$ cat config.mk
export PLATFORM = sky130hd
export DESIGN_NAME = ws2811_strip_controller_flat
export DESIGN_NICKNAME = d
export VERILOG_FILES = /design/src/rtl/ws2811_strip_controller_if.sv /design/src/rtl/ws2811_strip_controller.sv /design/src/flat_wrapper.sv
export SDC_FILE = /design/constraint.sdc
export NUM_CORES = 1
export LEC_CHECK = 0
export CORE_MARGIN = 2
export CORE_UTILIZATION = 51
export CTS_CLUSTER_DIAMETER = 200
export CTS_CLUSTER_SIZE = 8
export DETAILED_ROUTE_END_ITERATION = 7
export PLACE_DENSITY = 0.72
export SYNTH_ARGS = -nofsm -noshare
export SYNTH_HDL_FRONTEND = slang
export SYNTH_SLANG_ARGS = --single-unit
$ cat constraint.sdc
create_clock -name clkIN -period 6.55 [get_ports clkIN]
set_input_delay 1.31 -clock clkIN [delete_from_list [all_inputs] [get_ports clkIN]]
set_output_delay 1.31 -clock clkIN [all_outputs]
set_load 0.02 [all_outputs]
$ cat src/rtl/ws2811_strip_controller_if.sv
// Frame-request, pixel-RAM and transmitter handshake bundle for the WS2811 strip controller.
`timescale 1ns/1ps
interface ws2811_strip_controller_if #(
  parameter int unsigned ADDR_WIDTH = 8
);
  logic                  frameStartIN;
  logic [7:0]            brightnessIN;
  logic                  frameBusyOUT;
  logic                  frameDoneOUT;
  logic [ADDR_WIDTH-1:0] pixAddrOUT;
  logic [23:0]           pixDataIN;
  logic                  txStartOUT;
  logic [23:0]           txDataOUT;
  logic                  txBusyIN;

  modport master (
    input  frameStartIN, brightnessIN, pixDataIN, txBusyIN,
    output frameBusyOUT, frameDoneOUT, pixAddrOUT, txStartOUT, txDataOUT
  );

  modport slave (
    output frameStartIN, brightnessIN, pixDataIN, txBusyIN,
    input  frameBusyOUT, frameDoneOUT, pixAddrOUT, txStartOUT, txDataOUT
  );
endinterface

$ cat src/rtl/ws2811_strip_controller.sv
// WS2811 frame sequencer: reads PIXEL_COUNT GRB words, scales them by a global
// brightness, hands each to the bit transmitter, then holds the latch gap.
`timescale 1ns/1ps
module ws2811_strip_controller #(
  parameter int unsigned CLOCK_SPEED = 50_000_000,
  parameter int unsigned PIXEL_COUNT = 50,
  parameter int unsigned ADDR_WIDTH  = 8,
  parameter int unsigned RESET_US    = 60
) (
  input logic                        clkIN,
  input logic                        nResetIN,
  ws2811_strip_controller_if.master  bus
);
  localparam int unsigned LATCH_CYC = CLOCK_SPEED / 1_000_000 * RESET_US;
  localparam int unsigned CNT_WIDTH = $clog2(LATCH_CYC + 1);
  localparam logic [ADDR_WIDTH-1:0] LAST_IDX = ADDR_WIDTH'(PIXEL_COUNT - 1);
  localparam logic [CNT_WIDTH-1:0]  LAST_CNT = CNT_WIDTH'(LATCH_CYC - 1);

  typedef enum logic [2:0] {
    IDLE, FETCH, LOAD, START, WAIT_BUSY, WAIT_IDLE, LATCH
  } state_t;

  state_t                state;
  logic [ADDR_WIDTH-1:0] pixIdx;
  logic [CNT_WIDTH-1:0]  latchCnt;
  logic [7:0]            bright;

  // c * (b + 1) >> 8: b = 255 is a pass-through, b = 0 blanks the channel
  function automatic logic [7:0] scaleChan(input logic [7:0] c, input logic [7:0] b);
    logic [8:0]  bPlus;
    logic [16:0] prod;
    bPlus = 9'(b) + 9'd1;
    prod  = 17'(c) * 17'(bPlus);
    return 8'(prod >> 8);
  endfunction

  function automatic logic [23:0] scaleWord(input logic [23:0] w, input logic [7:0] b);
    return {scaleChan(w[23:16], b), scaleChan(w[15:8], b), scaleChan(w[7:0], b)};
  endfunction

  // The address register is the pixel index, so the RAM sees it throughout FETCH
  assign bus.pixAddrOUT = pixIdx;

  always_ff @(posedge clkIN or negedge nResetIN) begin
    if (!nResetIN) begin
      state            <= IDLE;
      pixIdx           <= '0;
      latchCnt         <= '0;
      bright           <= '0;
      bus.frameBusyOUT <= 1'b0;
      bus.frameDoneOUT <= 1'b0;
      bus.txStartOUT   <= 1'b0;
      bus.txDataOUT    <= '0;
    end else begin
      bus.txStartOUT   <= 1'b0;
      bus.frameDoneOUT <= 1'b0;
      case (state)
        IDLE: begin
          if (bus.frameStartIN) begin
            bright           <= bus.brightnessIN;
            pixIdx           <= '0;
            bus.frameBusyOUT <= 1'b1;
            state            <= FETCH;
          end
        end
        FETCH: state <= LOAD;
        LOAD: begin
          bus.txDataOUT  <= scaleWord(bus.pixDataIN, bright);
          bus.txStartOUT <= 1'b1;
          state          <= START;
        end
        START: state <= WAIT_BUSY;
        WAIT_BUSY: begin
          if (bus.txBusyIN) state <= WAIT_IDLE;
        end
        WAIT_IDLE: begin
          if (!bus.txBusyIN) begin
            if (pixIdx == LAST_IDX) begin
              latchCnt <= '0;
              state    <= LATCH;
            end else begin
              pixIdx <= pixIdx + ADDR_WIDTH'(1);
              state  <= FETCH;
            end
          end
        end
        LATCH: begin
          if (latchCnt == LAST_CNT) begin
            bus.frameDoneOUT <= 1'b1;
            bus.frameBusyOUT <= 1'b0;
            state            <= IDLE;
          end else begin
            latchCnt <= latchCnt + CNT_WIDTH'(1);
          end
        end
        default: state <= IDLE;
      endcase
    end
  end
endmodule
$ cat src/flat_wrapper.sv
// flat-port wrapper written by rule: the top's interface ports become plain ports
module ws2811_strip_controller_flat 
#(
  parameter int unsigned CLOCK_SPEED = 50_000_000,
  parameter int unsigned PIXEL_COUNT = 50,
  parameter int unsigned ADDR_WIDTH  = 8,
  parameter int unsigned RESET_US    = 60
)
  (clkIN, nResetIN, bus_frameStartIN, bus_brightnessIN, bus_pixDataIN, bus_txBusyIN, bus_frameBusyOUT, bus_frameDoneOUT, bus_pixAddrOUT, bus_txStartOUT, bus_txDataOUT);
  ws2811_strip_controller_if #(.ADDR_WIDTH(ADDR_WIDTH)) bus_i ();
  input logic clkIN;
  input logic nResetIN;
  input wire logic [$bits(bus_i.frameStartIN)-1:0] bus_frameStartIN;
  input wire logic [$bits(bus_i.brightnessIN)-1:0] bus_brightnessIN;
  input wire logic [$bits(bus_i.pixDataIN)-1:0] bus_pixDataIN;
  input wire logic [$bits(bus_i.txBusyIN)-1:0] bus_txBusyIN;
  output wire logic [$bits(bus_i.frameBusyOUT)-1:0] bus_frameBusyOUT;
  output wire logic [$bits(bus_i.frameDoneOUT)-1:0] bus_frameDoneOUT;
  output wire logic [$bits(bus_i.pixAddrOUT)-1:0] bus_pixAddrOUT;
  output wire logic [$bits(bus_i.txStartOUT)-1:0] bus_txStartOUT;
  output wire logic [$bits(bus_i.txDataOUT)-1:0] bus_txDataOUT;
  assign bus_i.frameStartIN = bus_frameStartIN;
  assign bus_i.brightnessIN = bus_brightnessIN;
  assign bus_i.pixDataIN = bus_pixDataIN;
  assign bus_i.txBusyIN = bus_txBusyIN;
  assign bus_frameBusyOUT = bus_i.frameBusyOUT;
  assign bus_frameDoneOUT = bus_i.frameDoneOUT;
  assign bus_pixAddrOUT = bus_i.pixAddrOUT;
  assign bus_txStartOUT = bus_i.txStartOUT;
  assign bus_txDataOUT = bus_i.txDataOUT;
  ws2811_strip_controller #(.CLOCK_SPEED(CLOCK_SPEED), .PIXEL_COUNT(PIXEL_COUNT), .ADDR_WIDTH(ADDR_WIDTH), .RESET_US(RESET_US)) u_core (.clkIN(clkIN), .nResetIN(nResetIN), .bus(bus_i));
endmodule
# Word-level counts from Yosys, hierarchy flattened
# Cells that the tools add are included.
[totals]
ff_bits = 58
mem_bits_ro = 0
wordCells = 58
out_inout_bits = 35
latchBits = 0
ramBits = 0
in_bits = 36
n_memories = 0
[op_classes]
n_shift = 0
n_mux = 20
div_mod_pow = 0
add_sub_neg = 3
n_bitwise = 0
n_mul = 3
n_reduce_logical = 9
eq_ne = 15
magnitude_cmp = 0
[op_table]
columns = ["cell", "count"]
rows = [
  ["8-bit by 9-bit multiplier with 16-bit output", 3],
  ["12-bit 2-to-1 mux", 3],
  ["8-bit 2-to-1 mux", 3],
  ["12-bit one-hot mux with 2 select lines", 1],
  ["3-bit one-hot mux with 7 select lines", 1],
  ["8-bit one-hot mux with 2 select lines", 1],
  ["3-bit 2-to-1 mux", 5],
  ["12-bit by 1-bit adder with 12-bit output (second input constant)", 1],
  ["12-bit equality test (second input constant)", 1],
  ["4-bit AND reduction", 3],
  ["2-bit inequality test (second input constant)", 5],
  ["8-bit by 1-bit adder with 9-bit output (second input constant)", 1],
  ["3-bit equality test (second input constant)", 3],
  ["8-bit by 1-bit adder with 8-bit output (second input constant)", 1],
  ["8-bit by 6-bit equality test with 1-bit output (second input constant)", 1],
  ["3-bit by 2-bit equality test with 1-bit output (second input constant)", 2],
  ["2-bit nonzero test", 3],
  ["1-bit 2-to-1 mux", 5],
  ["2-bit by 1-bit inequality test with 1-bit output (second input constant)", 2],
  ["3-bit by 1-bit equality test with 1-bit output (second input constant)", 1],
  ["3-bit logical NOT", 1],
  ["3-bit AND reduction", 1],
  ["1-bit one-hot mux with 2 select lines", 1],
  ["2-bit AND reduction", 1],
]

# Longest topological paths before layout
[logic_depth]
word_depth = 4
depth_mapped = 20
depth_no_buf = 19

# Worst setup path after synthesis
# Ideal clock, no wire load.
[synth_path]
path_kind = "input -> register"
startpoint = "in bus_pixDataIN[7]"
endpoint = "reg u_core.bus.txDataOUT[6]"
path_stages = 15
path_slack_ns = 0.982
t_arrival_ns = 5.436
required_ns = 6.417
path_cell_list = "nand2b_1 > fa_1 > fa_1 > inv_1 > fa_1 > inv_1 > fa_1 > inv_1 > ha_1 > a21o_1 > a221o_1 > a221o_1 > a21o_1 > a2111oi_2 > nor3_1"
[synth_via]
elab_chain_cells = 1
[synth_lines]
columns = ["element", "line_no", "source"]
rows = [
  ["start: declaration", "flat_wrapper.sv:15", "input wire logic [$bits(bus_i.pixDataIN)-1:0] bus_pixDataIN;"],
  ["8-bit by 9-bit multiplier with 16-bit output", "ws2811_strip_controller.sv:33", "prod = 17'(c) * 17'(bPlus);"],
  ["end signal: assignment", "ws2811_strip_controller.sv:68", "bus.txDataOUT <= scaleWord(bus.pixDataIN, bright);"],
  ["end: declaration", "ws2811_strip_controller_if.sv:18", "output frameBusyOUT, frameDoneOUT, pixAddrOUT, txStartOUT, txDataOUT"],
]
# Every way passes these cells.
# A chain may end at the register's enable or synchronous reset.

# Worst setup path in the final report
[layout_path]
startpoint = "in bus_pixDataIN[4]"
endpoint = "reg u_core.bus.txDataOUT[6]"
# Same word-level chain as after synthesis.

==> qor_table.md <==
| Stage | Item | Reported |
|---|---|---|
| placement | Dpl cell area | 9790 um^2 |
| grt | Largest net degree at the start of global routing | 59 |
| layout | Final #Nets | 1296 |
| layout | Fraction of layout cells with a size suffix above 1 | 4.50% |
| grt | Number of antenna violations at the first check in global routing | 0 |
| sta | Fmax | 163 MHz |
| layout | Fin area | 10100 um^2 |
| clocking | Count of clock tree sinks | 58 |
| sta | RSZ-0062 raised after global routing | no |
| power and ir drop | Cell internal power dissipation | 0.705 mW |
| floorplan | Die height | 135 um |
| setup path | Register-to-register setup slack | 820 ps |
| sta | Worst Hold Slack | 477 ps |
| sta | Total setup violations reported at the end of the flow | 0 |
| placement | Detail Placement HPWL | 14500 um |
| detailed routing | Average detailed-routed wire length per instance | 15.0 um |
| layout | Layout area overhead | 14.8% |
| clocking | Insertion delay of the later-clocked pin in the worst-skew pair | 330 ps |
| setup path | Worst reg2reg path startpoint | u_core.bright[0] |
| detailed routing | Drt first pass iters | 5 |
| hold path | Worst min-delay path category | reg -> reg |
| synth | Post-Synthesis Cells | 973 |
| setup path | Top fanout value on the critical path | 9 |
| power and ir drop | Switching Share | 22.8% |
| synth | Total of flip-flops plus latches after synthesis | 58 |
| hold path | Critical hold path startpoint | u_core.bus.frameBusyOUT |
| synth | Ys Warns | 0 |
| clocking | Clock transition at the register clock pins on the worst setup and hold paths after CTS | 50 ps |
| setup path | CP startpoint kind | input port |
| setup path | Start point of the critical path | bus_pixDataIN[4] |
| floorplan | Die Outline Area | 18300 um^2 |
| synth | Mapped Nets | 1229 |
| synth | Cell types occupying the most area after synthesis | fa_1 27%, dfrtp_1 17%, ha_1 14% |
| setup path | Arr. time, crit path | 6330 ps |
| synth | Cell type contributing the most total cell area after synthesis | fa_1 |
| power and ir drop | Relative contribution of the clock network to total power | 52.6% |
| power and ir drop | Power share of the sequential group | 39.2% |
| power and ir drop | Leakage Power | 5.44 nW |
| clocking | H-tree level count | 3 |
| sta | Final Max Slew Viols | 0 |
| floorplan | Rows | 48 |
| setup path | Worst path required time | 6760 ps |
| detailed routing | Vias per cell | 5.21 |
| setup path | Kind of end point of the critical path | register |
| grt | Vias in the first global route | 6674 |
| sta | Minimum setup slack in the final design | 427 ps |
| layout | Commonest non-fill, non-tap cell in the layout | inv_1 |
| power and ir drop | Largest voltage drop on the vdd net | 0.130 mV |
| synth | Mean area per synthesized cell | 9.04 um^2 |
| floorplan | Starting Density | 51.6% |
| clocking | CTS root buffer | clkbuf_16 |
| power and ir drop | P_sw | 0.209 mW |
| synth | Share of synthesized area occupied by flip-flops and latches | 16.5% |
| sta | Rel. slew slack | 43.9% |
| power and ir drop | Power after layout | 0.914 mW |
| run | Max cap viols | 0 |
| synth | Number of flops mapped to enable cells by yosys | 0 |
| synth | Distinct cell type count after synthesis | 44 |
| sta | Min Tclk post-route | 6120 ps |
| layout | Count of antenna diodes in the layout | 0 |
| placement | Minimum setup slack after placement | 68.5 ps |
| placement | Count of buffers from port buffering | 70 |
| sta | Largest clock skew in the final design | 8.20 ps |
| sta | Aggregate negative setup slack | 0 ps |
| detailed routing | Total wire length | 19000 um |
| floorplan | Die span in x | 135 um |
| detailed routing | First DRT Iteration DRCs | 231 |
| clocking | Largest buffer count on any clock path | 2 |
| clocking | Number of cells upsized or downsized after cts | 0 |
| synth | Area share of the largest cell type after synthesis | 27.3% |
| floorplan | Core area | 17100 um^2 |
| synth | Most frequently used flop master after synthesis | dfrtp_1 |
| power and ir drop | Cell Pwr Density | 90.6 nW/um^2 |
| clocking | Hold buffer count at CTS | 0 |
| clocking | Clock tree from TritonCTS | done |
| clocking | Clock buffers created by TritonCTS | 9 |
| power and ir drop | Share of power burned in combinational logic | 8.2% |
| sta | Transition time at the pin with the least slew margin | 834 ps |
| grt | Gr usage total | 22.4% |
| detailed routing | DRC violation count after routing | 0 |
| layout | Most frequent cells in the layout | 159 x inv_1, 139 x and2_1, 120 x fa_1 |
| status | Result of the run | completed |
| synth | Post-synthesis instance area | 8800 um^2 |
| detailed routing | Total via count after detailed routing | 6620 |
| synth | Fraction of synthesis flops using an asynchronous set or reset pin | 100% |
| clocking | Post-CTS Setup Repair Bufs | 0 |
| sta | Post-route fraction of the period consumed by the critical path | 93.5% |
| setup path | CP Class | in -> reg |
| floorplan | Number of primary I/O pins | 71 |
| grt | GRT overflow | 0 |
| placement | Final RePlAce weighted congestion | 0.798 |
| sta | Final Hold Violating Endpoints | 0 |
| grt | Global-route wire length before repair | 33100 um |
| detailed routing | Antenna viol nets, final | 0 |
==> cells in the mapped netlist (2+ instances only) <==
cell	number
mux2_2	9
or3_1	2
nor3_1	3
xnor2_1	23
nor2b_1	15
buf_1	2
o21ai_0	42
nor2_1	32
nand2b_1	6
a21oi_1	13
a221o_1	2
nand4b_1	7
and3_1	13
inv_1	159
a21o_1	15
a211oi_1	5
o31ai_1	11
dfrtp_1	58
and2_1	139
nand4_1	8
xor2_1	16
a31oi_1	8
nand3_1	11
a41o_1	3
ha_1	100
nand2_1	105
o21ai_1	2
fa_1	120
clkbuf_1	29
==> registers in the layout (all words and copies together), names as in the netlist <==
register,flops
u_core.bus.txDataOUT,24
u_core.latchCnt,12
u_core.bright,8
u_core.bus.pixAddrOUT,8
u_core.state,3
u_core.bus.frameBusyOUT,1
u_core.bus.frameDoneOUT,1
u_core.bus.txStartOUT,1
==> metrics by stage <==
stage,util (%),cells
floorplan,-,973
global placement,57.4,1254
detailed placement,57.4,1254
CTS,59.2,1270
global route,59.2,1270
finish,59.2,1270
==> worst max-delay path, cell delays in order <==
cell	delay [ps]
clkdlybuf4s50_1	650
nand2_1	130
fa_1	510
fa_1	490
inv_1	50
fa_1	530
inv_1	50
fa_1	530
inv_1	40
ha_1	310
a21o_1	190
a221o_1	410
a221o_1	430
a21o_1	240
a2111oi_2	360
nor3_1	100
==> final timing paths <==
| kind | to | depth (start not counted) |
|---|---|---|
| min in group asynchronous | u_core.bus.txDataOUT[18] | 2 |
| worst max register to register | u_core.bus.txDataOUT[6] | 16 |
| worst min-delay path | u_core.bus.frameBusyOUT | 1 |
| max in group asynchronous | u_core.bright[4] | 2 |
| worst min register to register | u_core.bus.frameBusyOUT | 1 |
| worst max-delay path | u_core.bus.txDataOUT[6] | 16 |
==> cell families after synthesis <==
family                   share of synthesized area [%]
adder cells (fa/ha/maj)                           41.5
multiplexers                                      1.27
flip-flops                                        16.5
AND/OR/NAND/NOR                                   20.8
AO/OA/AOI/OAI                                     7.84
XOR/XNOR                                          3.88
buffers and inverters                             8.16
==> per-layer routing <==
metal  vias up  share of wire [%]  track usage, %
li1       3212                  -               -
met1      3285                 48            32.5
met2       112                 47            36.0
met3        11                4.1            3.03
met4         0                1.1            4.98
met5         -                  0               0
==> final cells by class <==
class | instances | area (um^2)
Clock buffer | 12 | 256
Clock inverter | 4 | 50.0
Fill cell | 1528 | 6960
Inverter | 159 | 597
Multi-Input combinational cell | 724 | 6630
Sequential cell | 58 | 1450
Tap cell | 225 | 282
Timing Repair Buffer | 88 | 831
==> power by group through the flow <==
stage          Combinational, mW  Clock, mW  Sequential (mW)
2_1_floorplan             0.0215          0            0.365
3_3_place_gp              0.0743          0            0.365
3_5_place_dp              0.0753          0            0.365
4_1_cts                   0.0762      0.488            0.359
5_1_grt                   0.0848      0.504            0.358
6_report                  0.0750      0.480            0.359
Note: power is estimated with default switching activity, not from simulation.
